### src/rtl/pattern_gen_64b.sv
// pattern_gen_64b: burst/gap source of a 64-bit incrementing pattern on a valid/ready link.
// Optional bit-0 error injection is compiled in when PATGEN_ERR_INJ_EN is defined.
module pattern_gen_64b #(
   parameter int GAP_LEN = 8
) (
   input  logic        clk_usr,
   input  logic        rst,
   input  logic        start,
   input  logic        stop,
   input  logic [15:0] burst_len,
`ifdef PATGEN_ERR_INJ_EN
   input  logic        err_inj,
`endif
   output logic [63:0] usr_tx,
   output logic        usr_tx_valid,
   input  logic        usr_tx_ready,
   output logic        busy,
   output logic [31:0] word_cnt
);

   localparam logic [63:0] PAT_INIT = 64'h0000_0002_0000_0001;
   localparam logic [63:0] PAT_INC  = 64'h0000_0002_0000_0002;
   localparam logic [7:0]  GAP_LAST = 8'((GAP_LEN > 0) ? (GAP_LEN - 1) : 0);

   typedef enum logic [1:0] {IDLE, BURST, GAP} state_t;

   state_t      state_q, state_d;
   logic [63:0] pat_q, pat_d;
   logic [15:0] beat_left_q, beat_left_d;
   logic [7:0]  gap_cnt_q, gap_cnt_d;
   logic        stop_req_q, stop_req_d;
   logic [31:0] word_cnt_q, word_cnt_d;
   logic        valid_q, valid_d;
   logic        busy_q, busy_d;
   logic        accept;

   function automatic logic [15:0] reload_len(input logic [15:0] len);
      return (len == 16'd0) ? 16'd1 : len;
   endfunction

   function automatic logic [31:0] sat_inc32(input logic [31:0] v);
      return (v == 32'hFFFF_FFFF) ? v : v + 32'd1;
   endfunction

   assign accept = valid_q && usr_tx_ready;

   always_comb begin
      state_d     = state_q;
      pat_d       = pat_q;
      beat_left_d = beat_left_q;
      gap_cnt_d   = gap_cnt_q;
      stop_req_d  = stop_req_q;
      word_cnt_d  = word_cnt_q;

      if (accept) begin
         pat_d      = pat_q + PAT_INC;
         word_cnt_d = sat_inc32(word_cnt_q);
      end

      case (state_q)
         IDLE: begin
            if (start && !stop) begin
               state_d     = BURST;
               beat_left_d = reload_len(burst_len);
               word_cnt_d  = 32'd0;
               stop_req_d  = 1'b0;
            end
         end
         BURST: begin
            if (stop) stop_req_d = 1'b1;
            if (accept) begin
               // A pending stop ends the run at the first accept, whatever is left of the burst.
               if (stop || stop_req_q) begin
                  state_d     = IDLE;
                  stop_req_d  = 1'b0;
                  beat_left_d = 16'd0;
               end else if (beat_left_q == 16'd1) begin
                  if (GAP_LEN == 0) begin
                     beat_left_d = reload_len(burst_len);
                  end else begin
                     state_d     = GAP;
                     beat_left_d = 16'd0;
                     gap_cnt_d   = 8'd0;
                  end
               end else begin
                  beat_left_d = beat_left_q - 16'd1;
               end
            end
         end
         GAP: begin
            if (stop) begin
               state_d   = IDLE;
               gap_cnt_d = 8'd0;
            end else if (gap_cnt_q == GAP_LAST) begin
               state_d     = BURST;
               gap_cnt_d   = 8'd0;
               beat_left_d = reload_len(burst_len);
            end else begin
               gap_cnt_d = gap_cnt_q + 8'd1;
            end
         end
         default: state_d = IDLE;
      endcase

      valid_d = (state_d == BURST);
      busy_d  = (state_d != IDLE);
   end

   always_ff @(posedge clk_usr or posedge rst) begin
      if (rst) begin
         state_q     <= IDLE;
         pat_q       <= PAT_INIT;
         beat_left_q <= 16'd0;
         gap_cnt_q   <= 8'd0;
         stop_req_q  <= 1'b0;
         word_cnt_q  <= 32'd0;
         valid_q     <= 1'b0;
         busy_q      <= 1'b0;
      end else begin
         state_q     <= state_d;
         pat_q       <= pat_d;
         beat_left_q <= beat_left_d;
         gap_cnt_q   <= gap_cnt_d;
         stop_req_q  <= stop_req_d;
         word_cnt_q  <= word_cnt_d;
         valid_q     <= valid_d;
         busy_q      <= busy_d;
      end
   end

`ifdef PATGEN_ERR_INJ_EN
   logic inj_flag_q, inj_flag_d;

   // A new injection request wins over a coincident accept so it lands on the next word.
   always_comb begin
      inj_flag_d = inj_flag_q;
      if (accept)  inj_flag_d = 1'b0;
      if (err_inj) inj_flag_d = 1'b1;
   end

   always_ff @(posedge clk_usr or posedge rst) begin
      if (rst) inj_flag_q <= 1'b0;
      else     inj_flag_q <= inj_flag_d;
   end

   assign usr_tx = pat_q ^ {63'd0, inj_flag_q};
`else
   assign usr_tx = pat_q;
`endif

   assign usr_tx_valid = valid_q;
   assign busy         = busy_q;
   assign word_cnt     = word_cnt_q;

endmodule

### config.mk
export PLATFORM = sky130hd
export DESIGN_NAME = pattern_gen_64b
export DESIGN_NICKNAME = d
export VERILOG_FILES = /design/src/rtl/pattern_gen_64b.sv
export SDC_FILE = /design/constraint.sdc
export NUM_CORES = 1
export LEC_CHECK = 0
export ABC_CLOCK_PERIOD_IN_PS = 4400
export CAP_MARGIN = 20
export CORE_MARGIN = 8
export CORE_UTILIZATION = 45
export CTS_CLUSTER_DIAMETER = 40
export CTS_CLUSTER_SIZE = 20
export DETAILED_ROUTE_END_ITERATION = 12
export PLACE_DENSITY_LB_ADDON = 0.3
export SLEW_MARGIN = 25
export SYNTH_ARGS = -nofsm -noshare
export SYNTH_HDL_FRONTEND = slang
export SYNTH_SLANG_ARGS = --single-unit
export TNS_END_PERCENT = 100
### constraint.sdc
create_clock -name clk_usr -period 4.4 [get_ports clk_usr]
set_input_delay 0.44 -clock clk_usr [delete_from_list [all_inputs] [get_ports clk_usr]]
set_output_delay 0.44 -clock clk_usr [all_outputs]
set_load 0.02 [all_outputs]
== Yosys cells after proc, flatten, opt, wreduce, memory -nomap -nowiden ==
Index checks and enable logic that the tools add are counted.
W data, S select, Z words.

* Bits in registers: 125
* Bits in latches: 0
* Memory bits (writable): 0
* Bits in read-only memories: 0
* Output and inout port bits: 98
* Memories: 0

* Add/sub/neg operators: 4
* Multiply operators: 0
* Divide/modulo/power cells: 0
* Magnitude comparators: 0
* Equality and inequality tests: 12
* Shift operators: 0
* Multiplexer cells: 30
* Bitwise gates (word level): 0
* Reduce and logical (&&, ||, !) cells: 13

{| class="wikitable"
|+ Operators with widths
! operator !! count
|-
| $mux W32 || 4
|-
| $mux W16 || 7
|-
| $add A64 B34 Y64 const B || 1
|-
| $pmux W16 S3 || 1
|-
| $mux W8 || 5
|-
| $add A32 B1 Y32 const B || 1
|-
| $eq A32 B32 Y1 const B || 1
|-
| $eq A16 B1 Y1 const B || 1
|-
| $logic_not A16 Y1 || 1
|-
| $pmux W8 S2 || 1
|-
| $sub A16 B1 Y16 const B || 1
|-
| $mux W2 || 6
|-
| $ne A2 B2 Y1 const B || 6
|-
| $add A8 B1 Y8 const B || 1
|-
| $eq A8 B3 Y1 const B || 1
|-
| $pmux W2 S3 || 1
|-
| $reduce_bool A2 Y1 || 3
|-
| $reduce_and A5 Y1 || 1
|-
| $eq A2 B1 Y1 const B || 2
|-
| $mux W1 || 4
|-
| $reduce_and A4 Y1 || 1
|-
| $reduce_bool A3 Y1 || 1
|-
| $eq A2 B2 Y1 const B || 1
|-
| $logic_and A1 B1 Y1 || 2
|-
| 5 further kinds || 5
|}

== Logic depth before layout (Yosys ltp) ==
Gate-level depths: netlist (run 1).

* Word-level depth: 6
* Gate-level depth with buffers: 8

== Worst setup path after synthesis (run 1) ==
Ideal clock, no wire load.

* Kind: register to register
* Start: reg pat_q[6] (netlist: usr_tx[6])
* End: reg pat_q[22] (netlist: usr_tx[22])
* Library setup time: 129 ps
* Arrival time: 1,902 ps
* Data required time: 4,271 ps
* Path slack: 2,368 ps
* Cell stages (with the launch flop): 8
* Path through: dfrtp_1 -> and4_1 -> buf_4 -> and4_1 -> buf_2 -> nand2_1 -> or3_2 -> xnor2_1

* Longest elaborated chain between the ends: 1

{| class="wikitable"
|+ Ends and longest elaborated chain
! what !! RTL line !! text
|-
| start, declared || 28 || <nowiki>logic [63:0] pat_q, pat_d;</nowiki>
|-
| start signal, assigned || 121 || <nowiki>pat_q <= pat_d;</nowiki>
|-
| $add A64 B34 Y64 || 56 || <nowiki>pat_d = pat_q + PAT_INC;</nowiki>
|}

No other way between the ends.
A chain may end at the register's enable or synchronous reset.

== Final worst setup path (run 1) ==
* Start: reg state_q[1]
* End: reg beat_left_q[12]

* Longest elaborated chain between the ends: 3
* Elaborated cells between the ends (all ways): 10
* Classes of those cells: eq/ne (6); mux (1); reduce/logical (3)

{| class="wikitable"
|+ Ends and longest elaborated chain
! what !! RTL line !! text
|-
| start, declared || 27 || <nowiki>state_t state_q, state_d;</nowiki>
|-
| start signal, assigned || 120 || <nowiki>state_q <= state_d;</nowiki>
|-
| $eq A2 B2 Y1, or another cell as far along || 60 || <nowiki>case (state_q)</nowiki>
|-
| $ne A2 B2 Y1 (no source line) or $reduce_bool A3 Y1 (tied branches) || - ||
|-
| $reduce_and A5 Y1 (no source line) || - ||
|-
| end signal, assigned || 122 || <nowiki>beat_left_q <= beat_left_d;</nowiki>
|-
| end, declared || 29 || <nowiki>logic [15:0] beat_left_q, beat_left_d;</nowiki>
|}

Parallel ways exist; a longest one is shown, timed or not.

==> insert_results.sql, run 1 <==
INSERT INTO impl_metrics (metric_group, metric, value, unit) VALUES
('pwr', 'static-leakage-power', '3.57', 'nW'),
('timing', 'hold_viol', '0', ''),
('layout', 'antenna_cells', '0', ''),
('die', 'die_height', '136', 'microns'),
('die', 'fp.dieW', '136', 'microns'),
('synthesis', 'post_synth_instance_area', '0.00644', 'sq mm'),
('synthesis', 'ys_seq_elements', '124', ''),
('critical_path', 'worstSetupStartpointType', 'flip-flop', ''),
('routing', 'wl_per_cell', '17.7', 'microns'),
('critical_path', 'crit_path_end_kind', 'flip-flop', ''),
('timing', 'timing_worst_slew_pin_value', '1.05', 'ns'),
('place', 'gp_congestion', '0.841', ''),
('layout', 'area_growth', '30.5', '%'),
('critical_path', 'worst_path_largest_cell_delay', '0.84', 'ns'),
('pwr', 'p_switching', '1.36', 'mW'),
('critical_path', 'cp_slowest_cell', 'a21oi_1', ''),
('synthesis', 'synth.area.top_cells', 'dfrtp_1 (48%), xor2_1 (5.2%), xnor2_1 (3.5%)', ''),
('synthesis', 'synthDominantAreaCellType', 'dfrtp_1', ''),
('synthesis', 'synth_top_area_share', '47.8', '%'),
('routing', 'drc', '0', ''),
('clock_network', 'cts_tree', 'built', ''),
('pwr', 'pwr-share-seq', '36.7', '%'),
('run_status', 'outcome', 'completed', ''),
('clock_network', 'clock_latency_of_the_later_clocked_register_in_the_worst_skew_pair', '0.43', 'ns'),
('synthesis', 'synthArstFlopShare', '100', '%'),
('timing', 'fin_setup_tns', '0', 'ns'),
('timing', 'grt_setup_unrepaired', 'false', ''),
('timing', 'fmax', '357', 'MHz'),
('place', 'port_buffers', '117', ''),
('timing', 'timing.clock.skew', '0.0159', 'ns'),
('clock_network', 'cts.sink_count', '124', ''),
('routing', 'vias', '5626', ''),
('die', 'io_pins', '119', ''),
('flow_run', 'drv_cap', '0', ''),
('die', 'num_rows', '43', ''),
('timing', 'timing.slew.headroom', '30.3', '%'),
('pwr', 'switching_share_of_power', '33.1', '%'),
('pwr', 'irDropWorstVdd', '0.000255', 'V'),
('grt', 'grt_antenna_before_repair', '0', ''),
('routing', 'dr.pass1.iters', '5', ''),
('grt', 'grt_usage', '18.8', '%'),
('critical_path', 'crit_path_max_fanout', '15', ''),
('synthesis', 'portion_of_the_post_synthesis_area_used_by_sequential_elements', '48.2', '%'),
('critical_path', 'path_delay_family', 'simple AND/OR/NAND/NOR gates', ''),
('routing', 'routed_wirelength', '17.0', 'mm'),
('clock_network', 'clockBufferDepth', '2', ''),
('layout', 'mostFrequentLayoutCell', 'dfrtp_1', ''),
('routing', 'antenna_violating_nets_post_route', '0', ''),
('critical_path', 'worstSetupPathType', 'reg -> reg', ''),
('synthesis', 'synthCells', '650', ''),
('routing', 'post_drt_via_cell_ratio', '5.87', ''),
('timing', 'final.period_utilization', '63.7', '%'),
('layout', 'layout-drive-gt1-share', '7.58', '%'),
('die', 'die_area', '0.0184', 'sq mm'),
('clock_network', 'cts.hold.buffers_added', '0', ''),
('routing', 'dr.first_iter.drc_count', '470', ''),
('critical_path', 'endpoint_arrival_time_on_the_critical_path', '3.13', 'ns'),
('clock_network', 'ctsHtreeMaxLevel', '4', ''),
('pwr', 'finalPower', '4.12', 'mW'),
('synthesis', 'syn_area_per_cell', '9.91', 'sq um'),
('clock_network', 'post-cts-setup-buffers', '0', ''),
('grt', 'gr-total-overflow', '0', ''),
('worst_hold_path', 'worstHoldPathType', 'reg -> reg', ''),
('timing', 'finalCriticalPeriod', '2.80', 'ns'),
('critical_path', 'cp_num_buf_inv', '0', ''),
('timing', 'final_layout_worst_hold_slack', '0.483', 'ns'),
('pwr', 'clock_power_share', '37.9', '%'),
('grt', 'grt_pass1_wl', '27.9', 'mm'),
('grt', 'maximum_number_of_pins_on_one_net_before_global_route_repair', '59', ''),
('grt', 'number_of_global_route_vias_before_repair', '5567', ''),
('grt', 'global_route.usage.met3', '5.19', '%');
[stage by stage]
stage                     util [%]  instance area, sq um  cells  setup slack [ns]
after floorplan                  -                  6440    650             0.662
final                         60.4                  8410    958              1.60
after global placement        55.6                  7740    926              1.72
after global routing          60.4                  8410    958              1.42
after CTS                     60.3                  8400    958              1.70
after detailed placement      55.6                  7740    926              1.63
[path summary, 6_finish.rpt]
check	startpoint	endpoint	slack [ns]	depth (start not counted)
worst max-delay path	state_q[1]	beat_left_q[12]	1.60	5
worst min-delay path	usr_tx[29]	usr_tx[29]	0.48	1
worst max register to register	state_q[1]	beat_left_q[12]	1.60	5
worst min register to register	usr_tx[29]	usr_tx[29]	0.48	1
max in group asynchronous	rst	usr_tx[33]	2.93	3
min in group asynchronous	rst	usr_tx[39]	0.52	2
[worst register-to-register path, delay by kind of cell, from the launching register on]
kind | cells | cell delay, ns
simple gates | 3 | 1.20
compound gates | 2 | 1.08
flops | 1 | 0.43
[power by group through the flow]
| stage | Clock (mW) | Combinational [mW] | Sequential (mW) |
|---|---|---|---|
| finish | 1.56 | 1.05 | 1.51 |
| global route | 1.64 | 1.13 | 1.53 |
| CTS | 1.58 | 1.04 | 1.50 |
| detailed placement | 0 | 1.03 | 1.52 |
| global placement | 0 | 0.992 | 1.51 |
| floorplan | 0 | 0.620 | 1.56 |
[Yosys cell counts, drive strengths merged, types with 4 or more instances]
library cell,n
dfrtp,123
nand2,58
nor2,42
o21ai,41
xor2,38
nand3,37
a21oi,34
xnor2,26
nor3,24
nand4,23
or3,21
nor4,15
buf,13
inv,12
and3,11
and4,11
clkbuf,11
o31ai,9
or4,9
nor4b,8
o2bb2ai,7
a22oi,6
a32oi,5
a41oi,5
and2,5
ha,5
nor2b,5
a31oi,4
[registers in the layout (all words and copies together), names as in the netlist]
signal        flops
word_cnt         32
beat_left_q      16
stop_req_q        1
state_q           2
usr_tx_valid      1
usr_tx           63
gap_cnt_q         8
busy              1
[metal layers]
metal | part of all wire [%] | routed length, microns
met5 | 0 | 0
met4 | 1.3 | 221
met1 | 44 | 7530
met3 | 7.2 | 1220
met2 | 47 | 8010
[logic make-up (layout without fill, tap and decap cells)]
family          count (synthesis)  in the layout  share of synthesized area (%)
xor+xnor                       64             64                           8.70
fa+ha+maj                       5              5                          0.971
simple gates                  285            285                           25.0
mux                             3              3                          0.466
compound gates                132            132                           13.9
flops                         124            124                           48.2
buf+inv                        36            164                           2.68
other cells                     1              1                         0.0582
[final cells by class]
class                           count  area [sq um]  area share [%]
Inverter                           12          47.5           0.565
Multi-Input combinational cell    490          3180            37.8
Tap cell                          180           225            2.68
Clock inverter                     11           189            2.25
Clock buffer                       21           470            5.59
Timing Repair Buffer              120          1190            14.2
Sequential cell                   124          3100            36.9
(Power assumes the default switching activity.)
==> inputs of run 2 (changes only) <==
--- a/config.mk
+++ b/config.mk
@@ -5,7 +5,7 @@
 export SDC_FILE = /design/constraint.sdc
 export NUM_CORES = 1
 export LEC_CHECK = 0
-export ABC_CLOCK_PERIOD_IN_PS = 4400
+export ABC_CLOCK_PERIOD_IN_PS = 2400
 export CAP_MARGIN = 20
 export CORE_MARGIN = 8
 export CORE_UTILIZATION = 45
==> constraint.sdc (replaced) <==
create_clock -name clk_usr -period 2.4 [get_ports clk_usr]
set_input_delay 0.24 -clock clk_usr [delete_from_list [all_inputs] [get_ports clk_usr]]
set_output_delay 0.24 -clock clk_usr [all_outputs]
set_load 0.02 [all_outputs]
==> run 2 against run 1 <==
Maximum frequency rose by 26%; sequential power rose by 83%; hold slack got worse by 0.092 ns; worst setup slack got worse by 1.4 ns; global-route usage rose by 0.11 points; register-to-register slack got worse by 1.4 ns; flip-flop and latch count did not move; critical path type unchanged.
==> insert_results.sql, run 2 (same netlist as run 1, synthesis figures left out) <==
INSERT INTO impl_metrics (metric_group, metric, value, unit) VALUES
('place', 'place_ws', '-0.00230', 'ns'),
('layout', 'layout.cell_area.non_filler', '0.00863', 'sq mm'),
('timing', 'finalCriticalPeriod', '2.23', 'ns'),
('routing', 'vias', '5715', ''),
('grt', 'maximum_number_of_pins_on_one_net_before_global_route_repair', '125', ''),
('timing', 'timing.clock.skew', '0.00771', 'ns'),
('critical_path', 'crit_path_max_fanout', '15', ''),
('pwr', 'cellInternalPower', '5.10', 'mW'),
('pwr', 'comb_power_share', '27.1', '%'),
('run_status', 'outcome', 'completed', ''),
('timing', 'fmax', '449', 'MHz'),
('grt', 'gr-total-overflow', '0', ''),
('place', 'dp.final_hpwl', '12.1', 'mm'),
('routing', 'antenna_violating_nets_post_route', '0', ''),
('grt', 'grt_pass1_wl', '28.1', 'mm'),
('clock_network', 'number_of_buffers_created_by_cts', '17', ''),
('layout', 'leading_cell_types_in_the_layout_fill_and_taps_excluded', 'dfrtp_1 (123), clkdlybuf4s50_1 (117), nand2_1 (58), nor2_1 (42), o21ai_0 (40)', ''),
('pwr', 'clock_power_share', '36.4', '%'),
('timing', 'final.period_utilization', '92.8', '%'),
('routing', 'wl_per_cell', '17.5', 'microns'),
('grt', 'grt_usage', '18.9', '%'),
('layout', 'final_core_utilization', '61.9', '%'),
('routing', 'top_layer', 'met4', ''),
('clock_network', 'cts_root_buf', 'clkbuf_16', ''),
('clock_network', 'clock_latency_of_the_later_clocked_register_in_the_worst_skew_pair', '0.41', 'ns'),
('pwr', 'pwr-share-seq', '36.5', '%'),
('layout', 'area_growth', '33.9', '%'),
('pwr', 'irDropWorstVdd', '0.000521', 'V'),
('grt', 'grt_antenna_before_repair', '0', ''),
('critical_path', 'worstPathCellList', 'and4_1 -> and4_1 -> a41oi_4 -> nor4b_1 -> xor2_1', ''),
('die', 'io_pins', '119', ''),
('die', 'fp.dieW', '136', 'microns'),
('critical_path', 'worstSetupPathType', 'reg -> reg', ''),
('critical_path', 'worst_path_largest_cell_delay', '0.46', 'ns'),
('die', 'die_height', '136', 'microns'),
('timing', 'timing_worst_slew_pin_value', '0.723', 'ns'),
('flow_run', 'drv_cap', '0', ''),
('pwr', 'switching_share_of_power', '32.4', '%'),
('critical_path', 'cp_num_buf_inv', '0', ''),
('critical_path', 'path_delay_family', 'simple AND/OR/NAND/NOR gates', ''),
('die', 'die_area', '0.0184', 'sq mm'),
('layout', 'nets', '815', ''),
('timing', 'final.setup.worst_slack', '0.172', 'ns'),
('critical_path', 'crit_path_end_kind', 'flip-flop', ''),
('clock_network', 'ctsHtreeMaxLevel', '4', ''),
('place', 'placedInstanceArea', '0.00796', 'sq mm'),
('die', 'initial_utilization', '46.2', '%'),
('worst_hold_path', 'worstHoldPathType', 'in -> async', ''),
('routing', 'dr.pass1.iters', '7', ''),
('clock_network', 'clockBufferDepth', '2', ''),
('critical_path', 'endpoint_arrival_time_on_the_critical_path', '2.56', 'ns'),
('routing', 'm1WireLength', '7.44', 'mm'),
('pwr', 'powerDensity', '876', 'mW/mm^2'),
('clock_network', 'post-cts-setup-buffers', '0', ''),
('routing', 'route.met3.wl', '1.09', 'mm'),
('timing', 'setup_viol', '0', ''),
('routing', 'routed_wirelength', '17.2', 'mm'),
('timing', 'hold_viol', '0', ''),
('pwr', 'static-leakage-power', '3.68', 'nW'),
('place', 'port_buffers', '117', ''),
('timing', 'finalMaxSlewViolations', '0', ''),
('routing', 'dr.first_iter.drc_count', '426', ''),
('grt', 'number_of_global_route_vias_before_repair', '5623', ''),
('layout', 'number_of_flip_flops_under_the_largest_register_name', '63', ''),
('layout', 'layout-drive-gt1-share', '10.5', '%'),
('routing', 'detailroute.wirelength.met2', '8.45', 'mm'),
('critical_path', 'worst-endpoint-required', '2.73', 'ns'),
('clock_network', 'cts.hold.buffers_added', '0', ''),
('clock_network', 'post_cts_resized', '0', ''),
('routing', 'post_drt_via_cell_ratio', '5.83', ''),
('critical_path', 'cp_slowest_cell', 'nor4b_1', ''),
('clock_network', 'cts.sink_count', '124', ''),
('timing', 'grt_setup_unrepaired', 'false', ''),
('die', 'num_rows', '43', ''),
('critical_path', 'crit_path_frequent_cell', 'and4_1', ''),
('timing', 'timing.slew.headroom', '51.8', '%'),
('layout', 'mostFrequentLayoutCell', 'dfrtp_1', ''),
('die', 'core-area', '0.0139', 'sq mm'),
('pwr', 'finalPower', '7.55', 'mW'),
('routing', 'drc', '0', ''),
('clock_network', 'cts_tree', 'built', ''),
('place', 'gp_congestion', '0.838', ''),
('clock_network', 'clk_pin_slew_worst_paths', '0.05', 'ns'),
('pwr', 'p_switching', '2.45', 'mW'),
('layout', 'antenna_cells', '0', ''),
('critical_path', 'worstSetupStartpointType', 'flip-flop', '');
-- run 2: cell type report --
| cell class | instances | area (sq um) |
|---|---|---|
| inverters | 12 | 48.8 |
| well taps | 180 | 225 |
| multi-input cells | 490 | 3200 |
| flip-flops and latches | 124 | 3100 |
| repair buffers | 144 | 1410 |
| fillers | 1116 | 5310 |
| clock inverters | 7 | 135 |
| clock buffers | 23 | 498 |
-- run 2: path summary, 6_finish.rpt --
check | from | endpoint | slack (ns) | cells after the start
setup / recovery | usr_tx[10] | usr_tx[45] | 0.17 | 5
setup reg to reg | usr_tx[10] | usr_tx[45] | 0.17 | 5
min in group clk_usr | burst_len[12] | beat_left_q[12] | 0.48 | 3
hold reg to reg | usr_tx[59] | usr_tx[59] | 0.49 | 1
hold / removal | rst | usr_tx[11] | 0.39 | 3
max in group asynchronous | rst | usr_tx[51] | 1.54 | 3
-- run 2: power groups by stage --
stage / clock (mW) / combinational, mW / sequential (mW)
floorplan: 0 / 1.14 / 2.85
global placement: 0 / 1.97 / 2.76
detailed placement: 0 / 2.02 / 2.77
CTS: 2.80 / 2.03 / 2.75
global route: 2.89 / 2.24 / 2.80
finish: 2.75 / 2.05 / 2.76
-- run 2: worst reg2reg max path: cells and delay by family (launching register included) --
family / cells / cell delay, ns
AOI/OAI and AO/OA: 1 / 0.39
xor gates and xnor gates: 1 / 0.19
DFF: 1 / 0.44
and+or+nand+nor: 3 / 1.13
-- run 2: metal layers --
layer  vias up  global-route usage (%)
li1       2681                       -
met1      2831                    22.8
met2       182                    31.1
met3        21                    5.82
met4         0                    6.66
met5         -                       0
-- run 2: metrics by stage --
stage | instances | TNS (ns) | hold slack (ns)
final | 980 | 0 | 0.390
after CTS | 980 | 0 | 0.411
after global placement | 950 | 0 | 0.476
after global routing | 980 | 0 | 0.464
after detailed placement | 950 | -0.00230 | 0.481
after floorplan | 650 | 0 | 0.373
